### config.mk
export PLATFORM = sky130hd
export DESIGN_NAME = cbuf_addr_ctrl
export DESIGN_NICKNAME = d
export VERILOG_FILES = /design/src/rtl/cbuf_pkg.sv /design/src/rtl/cbuf_trig_fifo.sv /design/src/rtl/cbuf_addr_ctrl.sv
export SDC_FILE = /design/constraint.sdc
export NUM_CORES = 1
export LEC_CHECK = 0
export BUFFER_PORTS_ARGS = -buffer_cell sky130_fd_sc_hd__buf_2
export CORE_ASPECT_RATIO = 0.6
export CORE_MARGIN = 8
export CORE_UTILIZATION = 25
export CTS_CLUSTER_SIZE = 20
export DETAILED_ROUTE_END_ITERATION = 10
export PLACE_DENSITY = 0.43
export SYNTH_ARGS = -nofsm -noshare
export SYNTH_HDL_FRONTEND = slang
export SYNTH_HIERARCHICAL = 1
export SYNTH_SLANG_ARGS = --single-unit
### constraint.sdc
create_clock -name clk -period 4.7 [get_ports clk]
set_input_delay 1.41 -clock clk [delete_from_list [all_inputs] [get_ports clk]]
set_output_delay 1.41 -clock clk [all_outputs]
set_load 0.05 [all_outputs]
### src/rtl/cbuf_pkg.sv
// Shared definitions for the circular-buffer address controller.
//   - Default address widths for the circular buffer and the trigger FIFO.
//   - Arm state encoding used by cbuf_addr_ctrl.
package cbuf_pkg;

    localparam int CBUF_ADDR_W  = 12;
    localparam int CBUF_FIFO_AW = 3;
    localparam int CBUF_CNT_W   = 8;

    typedef enum logic [1:0] {
        ST_DISARMED = 2'd0,
        ST_WARMUP   = 2'd1,
        ST_READY    = 2'd2
    } arm_state_e;

endpackage : cbuf_pkg

### src/rtl/cbuf_trig_fifo.sv
// First-word-fall-through FIFO holding pre-trigger start addresses.
//   clk, reset_n : clock, asynchronous active-low reset
//   flush        : synchronous clear of all entries (has priority over push/pop)
//   push, push_data : enqueue one entry (ignored when full unless popping too)
//   pop          : dequeue head (ignored when empty)
//   head         : registered head value, valid whenever empty = 0
//   empty, full  : registered status flags
//   count        : number of stored entries (0 .. 2^AW)
module cbuf_trig_fifo #(
    parameter int W  = 12,
    parameter int AW = 3
) (
    input  logic          clk,
    input  logic          reset_n,
    input  logic          flush,
    input  logic          push,
    input  logic [W-1:0]  push_data,
    input  logic          pop,
    output logic [W-1:0]  head,
    output logic          empty,
    output logic          full,
    output logic [AW:0]   count
);

    localparam int          DEPTH   = 1 << AW;
    localparam logic [AW:0] DEPTH_C = (AW+1)'(DEPTH);
    localparam logic [AW:0] CNT_ONE = (AW+1)'(1);
    localparam logic [AW-1:0] PTR_ONE = AW'(1);

    logic [W-1:0]  mem_r [DEPTH];
    logic [AW-1:0] wr_ptr_r;
    logic [AW-1:0] rd_ptr_r;
    logic [AW:0]   count_r;
    logic [W-1:0]  head_r;
    logic          empty_r;
    logic          full_r;

    logic          pop_eff_s;
    logic          push_eff_s;
    logic [AW:0]   count_nxt_s;
    logic [AW-1:0] rd_next_s;
    logic [W-1:0]  head_nxt_s;

    // Effective push/pop qualification, next count and next head value.
    always_comb begin
        pop_eff_s   = 1'b0;
        push_eff_s  = 1'b0;
        count_nxt_s = count_r;
        rd_next_s   = rd_ptr_r + PTR_ONE;
        head_nxt_s  = head_r;

        if (flush) begin
            pop_eff_s  = 1'b0;
            push_eff_s = 1'b0;
        end else begin
            pop_eff_s  = pop && !empty_r;
            // A push into a full FIFO only fits when the head leaves this cycle.
            push_eff_s = push && (!full_r || pop_eff_s);
        end

        if (push_eff_s && !pop_eff_s) begin
            count_nxt_s = count_r + CNT_ONE;
        end else if (pop_eff_s && !push_eff_s) begin
            count_nxt_s = count_r - CNT_ONE;
        end else begin
            count_nxt_s = count_r;
        end

        // The head register is preloaded so the output needs no read mux.
        // When the FIFO drains, the last head value is kept (stale).
        if (pop_eff_s && (count_r > CNT_ONE)) begin
            head_nxt_s = mem_r[rd_next_s];
        end else if (push_eff_s && ((count_r == '0) || (pop_eff_s && (count_r == CNT_ONE)))) begin
            head_nxt_s = push_data;
        end else begin
            head_nxt_s = head_r;
        end
    end

    // Storage array; contents are qualified by count, so no reset is needed.
    always_ff @(posedge clk) begin
        if (push_eff_s) begin
            mem_r[wr_ptr_r] <= push_data;
        end
    end

    // Pointers, occupancy, flags and head register.
    always_ff @(posedge clk or negedge reset_n) begin
        if (!reset_n) begin
            wr_ptr_r <= '0;
            rd_ptr_r <= '0;
            count_r  <= '0;
            head_r   <= '0;
            empty_r  <= 1'b1;
            full_r   <= 1'b0;
        end else if (flush) begin
            wr_ptr_r <= '0;
            rd_ptr_r <= '0;
            count_r  <= '0;
            empty_r  <= 1'b1;
            full_r   <= 1'b0;
        end else begin
            if (push_eff_s) begin
                wr_ptr_r <= wr_ptr_r + PTR_ONE;
            end
            if (pop_eff_s) begin
                rd_ptr_r <= rd_next_s;
            end
            count_r <= count_nxt_s;
            head_r  <= head_nxt_s;
            empty_r <= (count_nxt_s == '0);
            full_r  <= (count_nxt_s == DEPTH_C);
        end
    end

    assign head  = head_r;
    assign empty = empty_r;
    assign full  = full_r;
    assign count = count_r;

endmodule : cbuf_trig_fifo

### src/rtl/cbuf_addr_ctrl.sv
// Circular-buffer address controller for CBUF acquisition mode.
//   clk, reset_n          : ADC clock, asynchronous active-low reset
//   cbuf_wr_en            : one word written to the circular buffer this cycle
//   acq_armed             : acquisition enabled
//   trig_pulse            : single-cycle trigger
//   pretrig_len           : words kept before the trigger (quasi-static while armed)
//   trig_addr_rd_en       : pop trigger FIFO head
//   init_circ_buf_rd_addr : load read pointer from FIFO head
//   inc_circ_buf_rd_addr  : advance read pointer
//   cbuf_wr_addr / cbuf_rd_addr : write / read pointers
//   trig_addr, trig_fifo_empty, trig_fifo_full : trigger FIFO head and status
//   trig_drop_cnt         : saturating count of rejected triggers since arming
//   cbuf_ready            : arm state machine is READY
module cbuf_addr_ctrl
    import cbuf_pkg::*;
#(
    parameter int ADDR_W  = CBUF_ADDR_W,
    parameter int FIFO_AW = CBUF_FIFO_AW,
    parameter int CNT_W   = CBUF_CNT_W
) (
    input  logic              clk,
    input  logic              reset_n,
    input  logic              cbuf_wr_en,
    input  logic              acq_armed,
    input  logic              trig_pulse,
    input  logic [ADDR_W-1:0] pretrig_len,
    input  logic              trig_addr_rd_en,
    input  logic              init_circ_buf_rd_addr,
    input  logic              inc_circ_buf_rd_addr,
    output logic [ADDR_W-1:0] cbuf_wr_addr,
    output logic [ADDR_W-1:0] cbuf_rd_addr,
    output logic [ADDR_W-1:0] trig_addr,
    output logic              trig_fifo_empty,
    output logic              trig_fifo_full,
    output logic [CNT_W-1:0]  trig_drop_cnt,
    output logic              cbuf_ready
);

    localparam int             DEPTH    = 1 << FIFO_AW;
    localparam logic [FIFO_AW:0] DEPTH_C = (FIFO_AW+1)'(DEPTH);
    localparam logic [ADDR_W-1:0] ADDR_ONE = ADDR_W'(1);
    localparam logic [CNT_W-1:0]  CNT_ONE  = CNT_W'(1);

    // Start of the pre-trigger window; natural ADDR_W-bit wrap.
    function automatic logic [ADDR_W-1:0] pretrig_start(
        input logic [ADDR_W-1:0] wr_addr,
        input logic [ADDR_W-1:0] len
    );
        return wr_addr - len;
    endfunction

    arm_state_e          state_r;
    arm_state_e          state_nxt_s;
    logic                arm_entry_s;
    logic                ready_r;
    logic [ADDR_W-1:0]   wr_addr_r;
    logic [ADDR_W-1:0]   rd_addr_r;
    logic [ADDR_W-1:0]   fill_cnt_r;
    logic [CNT_W-1:0]    drop_cnt_r;

    logic                accept_s;
    logic                drop_s;
    logic [ADDR_W-1:0]   push_addr_s;
    logic [ADDR_W-1:0]   fifo_head_s;
    logic                fifo_empty_s;
    logic                fifo_full_s;
    logic [FIFO_AW:0]    fifo_count_s;

    // Arm state machine next-state logic; arm_entry_s marks the DISARMED->WARMUP step.
    always_comb begin
        state_nxt_s = state_r;
        arm_entry_s = 1'b0;
        case (state_r)
            ST_DISARMED: begin
                if (acq_armed) begin
                    state_nxt_s = ST_WARMUP;
                    arm_entry_s = 1'b1;
                end else begin
                    state_nxt_s = ST_DISARMED;
                end
            end
            ST_WARMUP: begin
                if (!acq_armed) begin
                    state_nxt_s = ST_DISARMED;
                end else if (fill_cnt_r >= pretrig_len) begin
                    state_nxt_s = ST_READY;
                end else begin
                    state_nxt_s = ST_WARMUP;
                end
            end
            ST_READY: begin
                if (!acq_armed) begin
                    state_nxt_s = ST_DISARMED;
                end else begin
                    state_nxt_s = ST_READY;
                end
            end
            default: begin
                state_nxt_s = ST_DISARMED;
            end
        endcase
    end

    // Trigger accept/drop decision; a same-cycle pop makes room in a full FIFO.
    always_comb begin
        accept_s    = 1'b0;
        drop_s      = 1'b0;
        push_addr_s = pretrig_start(wr_addr_r, pretrig_len);
        if (trig_pulse && (state_r == ST_READY)) begin
            accept_s = (fifo_count_s != DEPTH_C) || trig_addr_rd_en;
            drop_s   = !accept_s;
        end else if (trig_pulse && (state_r == ST_WARMUP)) begin
            accept_s = 1'b0;
            drop_s   = 1'b1;
        end else begin
            accept_s = 1'b0;
            drop_s   = 1'b0;
        end
    end

    // Arm state register and registered READY flag.
    always_ff @(posedge clk or negedge reset_n) begin
        if (!reset_n) begin
            state_r <= ST_DISARMED;
            ready_r <= 1'b0;
        end else begin
            state_r <= state_nxt_s;
            ready_r <= (state_nxt_s == ST_READY);
        end
    end

    // Free-running write pointer, cleared only by reset.
    always_ff @(posedge clk or negedge reset_n) begin
        if (!reset_n) begin
            wr_addr_r <= '0;
        end else if (cbuf_wr_en) begin
            wr_addr_r <= wr_addr_r + ADDR_ONE;
        end
    end

    // Warm-up fill counter: words written since arming, saturating.
    always_ff @(posedge clk or negedge reset_n) begin
        if (!reset_n) begin
            fill_cnt_r <= '0;
        end else if (arm_entry_s) begin
            fill_cnt_r <= '0;
        end else if ((state_r == ST_WARMUP) && cbuf_wr_en && (fill_cnt_r != '1)) begin
            fill_cnt_r <= fill_cnt_r + ADDR_ONE;
        end
    end

    // Saturating dropped-trigger counter, cleared on arming.
    always_ff @(posedge clk or negedge reset_n) begin
        if (!reset_n) begin
            drop_cnt_r <= '0;
        end else if (arm_entry_s) begin
            drop_cnt_r <= '0;
        end else if (drop_s && (drop_cnt_r != '1)) begin
            drop_cnt_r <= drop_cnt_r + CNT_ONE;
        end
    end

    // Read pointer: init (from the current head) has priority over increment.
    always_ff @(posedge clk or negedge reset_n) begin
        if (!reset_n) begin
            rd_addr_r <= '0;
        end else if (init_circ_buf_rd_addr) begin
            rd_addr_r <= fifo_head_s;
        end else if (inc_circ_buf_rd_addr) begin
            rd_addr_r <= rd_addr_r + ADDR_ONE;
        end
    end

    cbuf_trig_fifo #(
        .W  (ADDR_W),
        .AW (FIFO_AW)
    ) u_trig_fifo (
        .clk       (clk),
        .reset_n   (reset_n),
        .flush     (arm_entry_s),
        .push      (accept_s),
        .push_data (push_addr_s),
        .pop       (trig_addr_rd_en),
        .head      (fifo_head_s),
        .empty     (fifo_empty_s),
        .full      (fifo_full_s),
        .count     (fifo_count_s)
    );

    assign cbuf_wr_addr    = wr_addr_r;
    assign cbuf_rd_addr    = rd_addr_r;
    assign trig_addr       = fifo_head_s;
    assign trig_fifo_empty = fifo_empty_s;
    assign trig_fifo_full  = fifo_full_s;
    assign trig_drop_cnt   = drop_cnt_r;
    assign cbuf_ready      = ready_r;

endmodule : cbuf_addr_ctrl

==> impl_metrics.tcl, run 1 <==
set metrics [dict create \
    yosysSeqAreaShare 0.580 \
    rsz0062_at_grt "false" \
    first_pass_iters 4 \
    drc_errors 0 \
    reg2reg_to "u_trig_fifo/head[8]" \
    relSlewSlack 0.290 \
    met1_usage 0.167 \
    vias 5097 \
    rows 50 \
    cts_root_buffer "clkbuf_16" \
    netlist_area_um2 8030 \
    synth_area_leader_cell "edfxtp_1" \
    postSynthNetCount 669 \
    wl_per_cell_um 17.2 \
    tns_ns 0 \
    dr.first_iter.drc_count 291 \
    cts_hold_buffers 0 \
    drv_cap 0 \
    power_mw 5.39 \
    use_met3 0.0334 \
    nFillCells 3188 \
    hold_ws_ns 0.522 \
    ys_warn_count 6 \
    use_met2 0.137 \
    post_dp_cell_area_um2 8940 \
    die_x_um 247 \
    insertion_delay_ns 0.44 \
    setup_viol 0 \
    grt_use_total 0.107 \
    hold_violations 0 \
    ys_ff_latch 167 \
    synthCells 615 \
    clk_pin_slew_worst_paths_ns 0.07 \
    critPathKind "in2reg" \
    skew_ns 0.00900 \
    core_um2 31400 \
    crit_fanout 9 \
    wl_um 19500 \
    vdd_ir_drop_max_v 0.000325 \
    min_delay_path_depth 1 \
    die_h_um 155 \
    grt-busiest-layer "met1" \
    reg2reg_from "cbuf_wr_addr[0]" \
    cp-end-kind "flip-flop" \
    post_cts_resized 0 \
    routabilityCongestion 0.757 \
    hold_path_class "reg2reg" \
    p_leak_nw 3.70 \
    synth_cell_types 61 \
    tightest_slew_ns 1.06 \
    clock_path_buffers 2 \
    critPathLaunchType "input pin" \
    holdCritStartpoint "trig_drop_cnt[2]" \
    async_flop_share 0.425 \
    clock_sinks 167 \
    drive_above_1_share 0.222 \
    ys_top_cells_by_area "edfxtp_1 36%, dfrtp_1 22%, mux4_2 6.7%, ha_1 5.1%, xor2_1 2.8%" \
    hpwlAfterDp_um 13600 \
    viasPerCell 4.51 \
    synth.top_cell.area_share 0.359 \
    outcome "finished, final reports clean" \
    die_area_um2 38300 \
    synth_ff_type "edfxtp_1" \
    syn_to_final_growth_pct 18.1 \
    portBuffers 66 \
    r2r.worst_path.cells 10 \
    antenna_found_initial 0 \
    period_minus_slack_ns 3.29 \
    worstPathArrival_ns 3.65 \
    fmax_mhz 304 \
    synth_edf_count 96 \
    first_global_vias 5292 \
    cts_tree "built" \
    cts_buffers 17 \
    post-cts-setup-buffers 0 \
    min_to "trig_drop_cnt[2]" \
    final_antenna_net_count 0 \
    required_ns 5.06 \
    antenna-diode-count 0 \
    ioPinCount 67 \
    maxSlewViolCount 0 \
    initial_utilization 0.256 \
    post-route-util 0.302 \
    htree_levels 4 \
    powerDensity_nw_per_um2 568 \
    syn_avg_cell_area_um2 13.1 \
    nets 756 \
    min_period_over_period 0.700 \
    grt_pass1_wl_um 31600 \
    grt_max_degree 72 \
    grt-ovfl-total 0 \
    r2r_slack_ns 1.92 \
    fin_area_um2 9480 \
]
## cell usage in the layout, fill, tap and decap left out, types with 3 or more instances in the layout
cell type and instances:
nor2b_1 15, clkbuf_16 17, a21oi_1 26, buf_2 65, inv_1 25, nand2_1 46
nand2b_1 6, nor2_1 44, buf_4 21, xor2_1 25, ha_1 33, and3_1 6
a31oi_1 3, a211oi_1 13, nor4_1 3, dfrtp_1 70, clkinv_4 4, nor3_1 11
clkinvlp_4 3, mux2i_1 17, o21ai_2 3, inv_6 3, o21a_1 6, nand4_1 12
o21ai_1 3, nand3_1 16, o311a_1 3, xnor2_1 24, o21ai_0 25, mux4_2 24
edfxtp_1 96
## where the power goes
part           leakage (nW)  internal, mW  switching (mW)
Combinational          1.67         0.639            1.34
Clock                 0.261         0.686           0.628
Sequential             1.77          1.86           0.235
## flip-flops by register name, indices dropped and copies added (netlist names)
register,flops
u_trig_fifo/empty,1
u_trig_fifo/rd_ptr_r,3
trig_drop_cnt,8
cbuf_rd_addr,12
state_r,2
u_trig_fifo/count,4
cbuf_wr_addr,12
u_trig_fifo/full,1
u_trig_fifo/wr_ptr_r,3
u_trig_fifo/mem_r,96
fill_cnt_r,12
u_trig_fifo/head,12
cbuf_ready,1
## critical path: stages
cell	delay [ns]
buf_2	0.11
ha_1	0.21
fa_1	0.40
nor2b_1	0.16
o31a_1	0.18
o21ai_0	0.11
a21oi_1	0.18
xor2_1	0.55
mux2i_1	0.15
a21oi_1	0.19
## cells in the mapped netlist (2+ instances only)
cell type  count
a211oi_1      13
a21o_1         2
a21oi_1       26
a31oi_1        3
and2_1         2
and3_1         6
and4_1         2
buf_2          5
buf_4          2
buf_6          3
clkbuf_1       8
dfrtp_1       70
edfxtp_1      96
ha_1          33
inv_1         25
mux2i_1       17
mux4_2        24
nand2_1       46
nand2b_1       6
nand3_1       16
nand4_1       12
nor2_1        44
nor2b_1       15
nor3_1        11
nor3_4         2
nor3b_1        2
nor4_1         3
o21a_1         6
o21ai_0       25
o21ai_1        3
o21ai_2        3
o311a_1        3
o31a_1         2
o31ai_1        2
or2_2          2
or4_1          2
xnor2_1       24
xor2_1        26
## layer usage
layer	vias up	wire, um	part of all wire
li1	2458	-	-
met1	2516	11000	0.57
met2	108	7270	0.37
met3	15	993	0.051
met4	0	197	0.010
met5	-	0	0
## worst max path at each step
| stage | endpoint | cells after the start | slack, ns | startpoint |
|---|---|---|---|---|
| after floorplan | u_trig_fifo/mem_r[0][0] | 8 | 0.85 | acq_armed |
| after global placement | u_trig_fifo/head[8] | 10 | 0.97 | pretrig_len[0] |
| after detailed placement | u_trig_fifo/head[9] | 9 | 0.95 | pretrig_len[3] |
| after CTS | u_trig_fifo/head[8] | 10 | 1.42 | pretrig_len[0] |
| after global routing | u_trig_fifo/head[8] | 10 | 1.12 | pretrig_len[0] |
| final | u_trig_fifo/head[8] | 10 | 1.41 | pretrig_len[0] |
## logic make-up after synthesis
kind of cell | after synthesis | synth area share
simple gates | 181 | 0.117
xor+xnor | 50 | 0.0545
buf+inv | 44 | 0.0251
fa+ha+maj | 34 | 0.0539
compound gates | 98 | 0.0804
flops | 167 | 0.580
mux | 41 | 0.0885
## area by class of cell
| cell class | instances | area, um2 | share of cell area |
|---|---|---|---|
| multi-input combinational | 404 | 3180 | 0.335 |
| tap | 416 | 520 | 0.0549 |
| clock inverter | 15 | 120 | 0.0127 |
| timing repair buffer | 86 | 483 | 0.0509 |
| clock buffer | 17 | 425 | 0.0449 |
| inverter | 26 | 97.6 | 0.0103 |
| sequential | 167 | 4660 | 0.491 |
## metrics by stage
step,instances,setup slack (ns)
after floorplan,615,0.851
after global placement,1099,0.973
after detailed placement,1099,0.947
after CTS,1131,1.42
after global routing,1131,1.12
final,1131,1.41
(Power assumes the default switching activity.)
==> run 2: changes to the inputs <==
Settings changed: ABC_AREA from default to 1.
Clock period 4.7 ns to 3.1 ns, I/O delays scaled along.
==> run 2 against run 1 <==
Against the previous run: first-iteration DRC count increased by 75%; global-route usage increased by 1.7 points; combinational power increased by 120%; sequential power increased by 55%; critical path depth increased by 2; die area increased by 7.4%; worst setup slack got worse by 0.67 ns; design area increased by 8.3%; power increased by 82%; synthesized area increased by 8.1%.
==> impl_metrics.tcl, run 2 <==
set metrics [dict create \
    outcome "finished, final reports clean" \
    cp_num_cells 12 \
    power_mw 9.82 \
    antenna-diode-count 0 \
    netlist_area_um2 8680 \
    ys_warn_count 6 \
    die_x_um 257 \
    cp-endpoint "u_trig_fifo/head[7]" \
    period_minus_slack_ns 2.36 \
    portBuffers 66 \
    insertion_delay_ns 0.45 \
    drive_above_1_share 0.153 \
    post-route-util 0.297 \
    grt-ovfl-total 0 \
    powerDensity_nw_per_um2 957 \
    power.switching_mw 4.54 \
    power.internal_mw 5.28 \
    first_pass_iters 6 \
    reg2reg_from "cbuf_wr_addr[0]" \
    wl_um 25100 \
    vdd_ir_drop_max_v 0.000668 \
    dp.cells 1505 \
    post-cts-setup-buffers 0 \
    nets 1111 \
    largest_reg_flops 96 \
    synthCells 973 \
    hold_path_class "in2async" \
    skew_ns 0.0134 \
    first_global_vias 6561 \
    die_h_um 160 \
    rows 53 \
    cp_common_cell "nand2_1" \
    synth_ff_type "edfxtp_1" \
    syn_to_final_growth_pct 18.3 \
    synth_commonest_cells "217 x nand2_1, 150 x nor2_1, 96 x edfxtp_1" \
    crit_buf_inv 2 \
    synth.top_cell.area_share 0.332 \
    final_cell_mix "217 x nand2_1, 150 x nor2_1, 96 x edfxtp_1" \
    cp-end-kind "flip-flop" \
    reg2reg_to "u_trig_fifo/head[8]" \
    drv_cap 0 \
    multi_input_area_um2 3550 \
    cts_root_buffer "clkbuf_16" \
    syn_avg_cell_area_um2 8.92 \
    min_period_over_period 0.762 \
    rsz0062_at_grt "false" \
    clock_path_buffers 2 \
    critPathKind "in2reg" \
    hold_ws_ns 0.413 \
    crit_chain "buf_2 > inv_1 > ha_1 > nand2_1 > o21ai_1 > nand2_1 > nand2_1 > xor2_1 > nand2_1 > nand2_1 > nand2_1 > nand2_1" \
    hold_violations 0 \
    viasPerCell 4.47 \
    cp_top_family "simple AND/OR/NAND/NOR gates" \
    slowest_stage "ha_1" \
    tns_ns 0 \
    cts_tree "built" \
    core_um2 34600 \
    r2r.worst_path.cells 12 \
    dr.first_iter.drc_count 509 \
    postSynthNetCount 1027 \
    vias 6876 \
    async_flop_share 0.425 \
    synth_area_leader_cell "edfxtp_1" \
    yosysSeqAreaShare 0.537 \
    clk_pin_slew_worst_paths_ns 0.08 \
    routabilityCongestion 0.811 \
    synth_cell_types 44 \
    register_area_um2 4660 \
    ys_ff_latch 167 \
    p_leak_nw 4.55 \
    die_area_um2 41100 \
    synth_most_common_cell "nand2_1" \
    stdcell_count 1537 \
    crit_fanout 4 \
    ioPinCount 67 \
    cts_hold_buffers 0 \
    critPathLaunchType "input pin" \
    fmax_mhz 424 \
    initial_utilization 0.251 \
    final_antenna_net_count 0 \
    r2r_slack_ns 0.82 \
    maxSlewViolCount 0 \
    setup.worst_path.start "pretrig_len[2]" \
    grt_pass1_wl_um 39900 \
    nFillCells 3688 \
    grt_max_degree 49 \
    largest-register "u_trig_fifo/mem_r" \
    setup_viol 0 \
    netSwitchingFraction 0.462 \
    hpwlAfterDp_um 17500 \
    worstPathArrival_ns 2.75 \
    required_ns 3.49 \
    cts_buffers 17 \
    antenna_found_initial 0 \
    tightest_slew_ns 0.872 \
    clock_sinks 167 \
    htree_levels 4 \
    grt_use_total 0.124 \
    combPwrFrac 0.448 \
    relSlewSlack 0.419 \
    synth_edf_count 96 \
    clkPwrFrac 0.220 \
    wl_per_cell_um 16.3 \
    layout_commonest_cell "nand2_1" \
    pwr-share-seq 0.332 \
    ys_top_cells_by_area "edfxtp_1 33%, dfrtp_1 20%, nand2_1 9.4%, nor2_1 6.5%, nand3_1 4.9%" \
    post_cts_resized 0 \
    drc_errors 0 \
    slowest_delay_ns 0.38 \
]
==> run 2: cell count changes after synthesis, moves of 15 or more <==
cell / change
nand2_1: +171
nor2_1: +106
nand3_1: +69
inv_1: +55
o21ai_0: +31
mux4_2: -24
o21ai_1: +19
mux2i_1: -17
nor2b_1: -15
xnor2_1: -15
==> run 2: worst min path at each step <==
stage                                 start                 endpoint  slack [ns]
finish                              reset_n      u_trig_fifo/head[0]        0.41
global route                        reset_n      u_trig_fifo/head[2]        0.43
CTS                                 reset_n      u_trig_fifo/head[1]        0.41
detailed placement  u_trig_fifo/rd_ptr_r[1]  u_trig_fifo/rd_ptr_r[1]        0.48
global placement    u_trig_fifo/rd_ptr_r[1]  u_trig_fifo/rd_ptr_r[1]        0.48
floorplan           u_trig_fifo/rd_ptr_r[1]  u_trig_fifo/rd_ptr_r[1]        0.46
==> run 2: logic make-up after synthesis <==
logic type	count (synthesis)	synth area share
AO/OA/AOI/OAI	120	0.0758
adder cells (fa/ha/maj)	34	0.0499
buffers and inverters	116	0.0549
XOR/XNOR	29	0.0293
flip-flops	167	0.537
AND/OR/NAND/NOR	507	0.253
==> run 2: cell type report <==
cell class / count / area share
tap: 467 / 0.0569
multi-input combinational: 690 / 0.345
clock inverter: 13 / 0.0122
clock buffer: 19 / 0.0463
sequential: 167 / 0.454
timing repair buffer: 91 / 0.0519
inverter: 90 / 0.0335
==> run 2: stage by stage <==
stage / setup WS (ns) / area [um2]
detailed placement: 0.313 / 9670
CTS: 0.758 / 10300
global placement: 0.303 / 9670
finish: 0.739 / 10300
global route: 0.487 / 10300
floorplan: 0.405 / 8680
==> run 2: per-layer routing <==
| metal | track usage | up-vias | part of all wire |
|---|---|---|---|
| li1 | - | 3415 | - |
| met5 | 0 | - | 0 |
| met2 | 0.167 | 156 | 0.39 |
| met4 | 0.0297 | 0 | 0.0083 |
| met3 | 0.0293 | 15 | 0.044 |
| met1 | 0.194 | 3290 | 0.56 |
==> run 2: power by group through the flow <==
| stage | Sequential (mW) | Clock (mW) | Combinational (mW) |
|---|---|---|---|
| after detailed placement | 3.32 | 0 | 4.41 |
| final | 3.26 | 2.16 | 4.40 |
| after global routing | 3.32 | 2.32 | 4.87 |
| after floorplan | 3.93 | 0 | 2.30 |
| after global placement | 3.31 | 0 | 4.41 |
| after CTS | 3.27 | 2.22 | 4.43 |
==> run 3: changes to the inputs <==
Clock period 3.1 ns to 2.4 ns, I/O delays scaled along.
==> run 3 against run 2 <==
Against the previous run: register-to-register slack got worse by 0.58 ns; sequential cell count did not move; critical path depth did not move; sequential power rose by 29%; via count rose by 0.90%; sequential share of layout area fell by 1.7 points; final cell count rose by 2.9%; global-route usage rose by 0.44 points; largest cell class unchanged.
==> impl_metrics.tcl, run 3 (synthesis results as in run 2) <==
set metrics [dict create \
    drive_above_1_share 0.185 \
    nets 1155 \
    hpwlAfterDp_um 18100 \
    stdcell_count 1581 \
    dp.cells 1549 \
    r2r_slack_ns 0.24 \
    cts_root_buffer "clkbuf_16" \
    drv_cap 0 \
    ioPinCount 67 \
    crit_fanout 9 \
    setup_viol 0 \
    largest-register "u_trig_fifo/mem_r" \
    grt_use_total 0.128 \
    die_h_um 160 \
    hold_path_class "in2async" \
    htree_levels 4 \
    grt_max_degree 51 \
    clk_pin_slew_worst_paths_ns 0.07 \
    reg2reg_from "cbuf_wr_addr[0]" \
    drc_errors 0 \
    die_area_um2 41100 \
    initial_utilization 0.251 \
    grt-ovfl-total 0 \
    maxSlewViolCount 0 \
    vdd_ir_drop_max_v 0.000666 \
    tns_ns 0 \
    viasPerCell 4.39 \
    powerDensity_nw_per_um2 1220 \
    skew_ns 0.00856 \
    rsz0062_at_grt "false" \
    fmax_mhz 463 \
    reg2reg_to "u_trig_fifo/head[8]" \
    hold_ws_ns 0.237 \
    routabilityCongestion 0.801 \
    required_ns 2.78 \
    final_antenna_net_count 0 \
    clock_sinks 167 \
    cts_buffers 17 \
    first_global_vias 6810 \
    final_cell_mix "217 x nand2_1, 150 x nor2_1, 96 x edfxtp_1" \
    cts_tree "built" \
    die_x_um 257 \
    antenna_found_initial 0 \
    r2r.worst_path.cells 12 \
    min_period_over_period 0.901 \
    syn_to_final_growth_pct 22.9 \
    critPathLaunchType "flip-flop" \
    insertion_delay_ns 0.44 \
    worstPathArrival_ns 2.54 \
    tightest_slew_ns 0.521 \
    relSlewSlack 0.652 \
    power_mw 13.0 \
    portBuffers 66 \
    hold_violations 0 \
    largest_reg_flops 96 \
    antenna-diode-count 0 \
    rows 53 \
    cts_hold_buffers 0 \
    first_pass_iters 7 \
    grt_pass1_wl_um 41400 \
    core_um2 34600 \
    period_minus_slack_ns 2.16 \
    post_cts_resized 0 \
    critPathKind "reg2reg" \
    cp-end-kind "flip-flop" \
    p_leak_nw 4.77 \
    wl_um 25800 \
    clock_path_buffers 2 \
    layout_commonest_cell "nand2_1" \
    outcome "finished, final reports clean" \
    wl_per_cell_um 16.3 \
    vias 6938 \
    post-cts-setup-buffers 0 \
    dr.first_iter.drc_count 502 \
]
run 3: cell count changes in the layout (fill, tap and decap cells not counted), sizes merged:
cell,delta
clkbuf,+3
inv,-3
clkinv,-2
clkinvlp,+2
buf,+44
run 3: power by group:
part / total (mW) / switching [mW] / internal, mW / leakage (nW)
logic: 6.09 / 4.16 / 1.93 / 2.71
registers: 4.22 / 0.473 / 3.74 / 1.79
clock network: 2.70 / 1.23 / 1.47 / 0.272
run 3: how the worst max path moves through the flow:
stage                          startpoint                       to  slack [ns]  cells after the start
final                     cbuf_wr_addr[0]      u_trig_fifo/head[8]        0.24                     12
after global routing      cbuf_wr_addr[0]      u_trig_fifo/head[8]        0.02                     12
after CTS                 cbuf_wr_addr[0]      u_trig_fifo/head[8]        0.21                     12
after detailed placement   pretrig_len[2]     u_trig_fifo/head[11]       -0.13                     13
after global placement     pretrig_len[2]     u_trig_fifo/head[11]       -0.10                     13
after floorplan           trig_addr_rd_en  u_trig_fifo/mem_r[4][0]       -0.08                      6
run 3: cell type report:
class / instances / area, um2
flip-flops and latches: 167 / 4660
clock buffers: 22 / 487
multi-input cells: 690 / 3550
inverters: 90 / 344
fillers: 3663 / 23900
clock inverters: 10 / 82.6
well taps: 467 / 584
repair buffers: 135 / 963
run 3: worst max-delay path, stage by stage, from the launching register on:
cell and delay [ns]:
dfrtp_2 0.39, inv_1 0.10, ha_1 0.22, fa_1 0.43, o21ai_1 0.24, nand3_1 0.09
nand2_1 0.08, xor2_1 0.14, buf_4 0.18, nand2_1 0.06, nand2_1 0.09, nand2_1 0.05
nand2_1 0.05
run 3: metrics by stage:
stage | util | worst slack (ns) | area, um2
2_1_floorplan | - | -0.0849 | 8680
3_3_place_gp | 0.292 | -0.104 | 10100
3_5_place_dp | 0.292 | -0.133 | 10100
4_1_cts | 0.308 | 0.207 | 10700
5_1_grt | 0.308 | 0.0168 | 10700
6_report | 0.308 | 0.238 | 10700
run 3: layer usage:
layer,routed length [um],vias up,track usage
li1,-,3501,-
met1,14000,3263,0.202
met2,10200,159,0.176
met3,1370,15,0.0246
met4,202,0,0.0308
met5,0,-,0
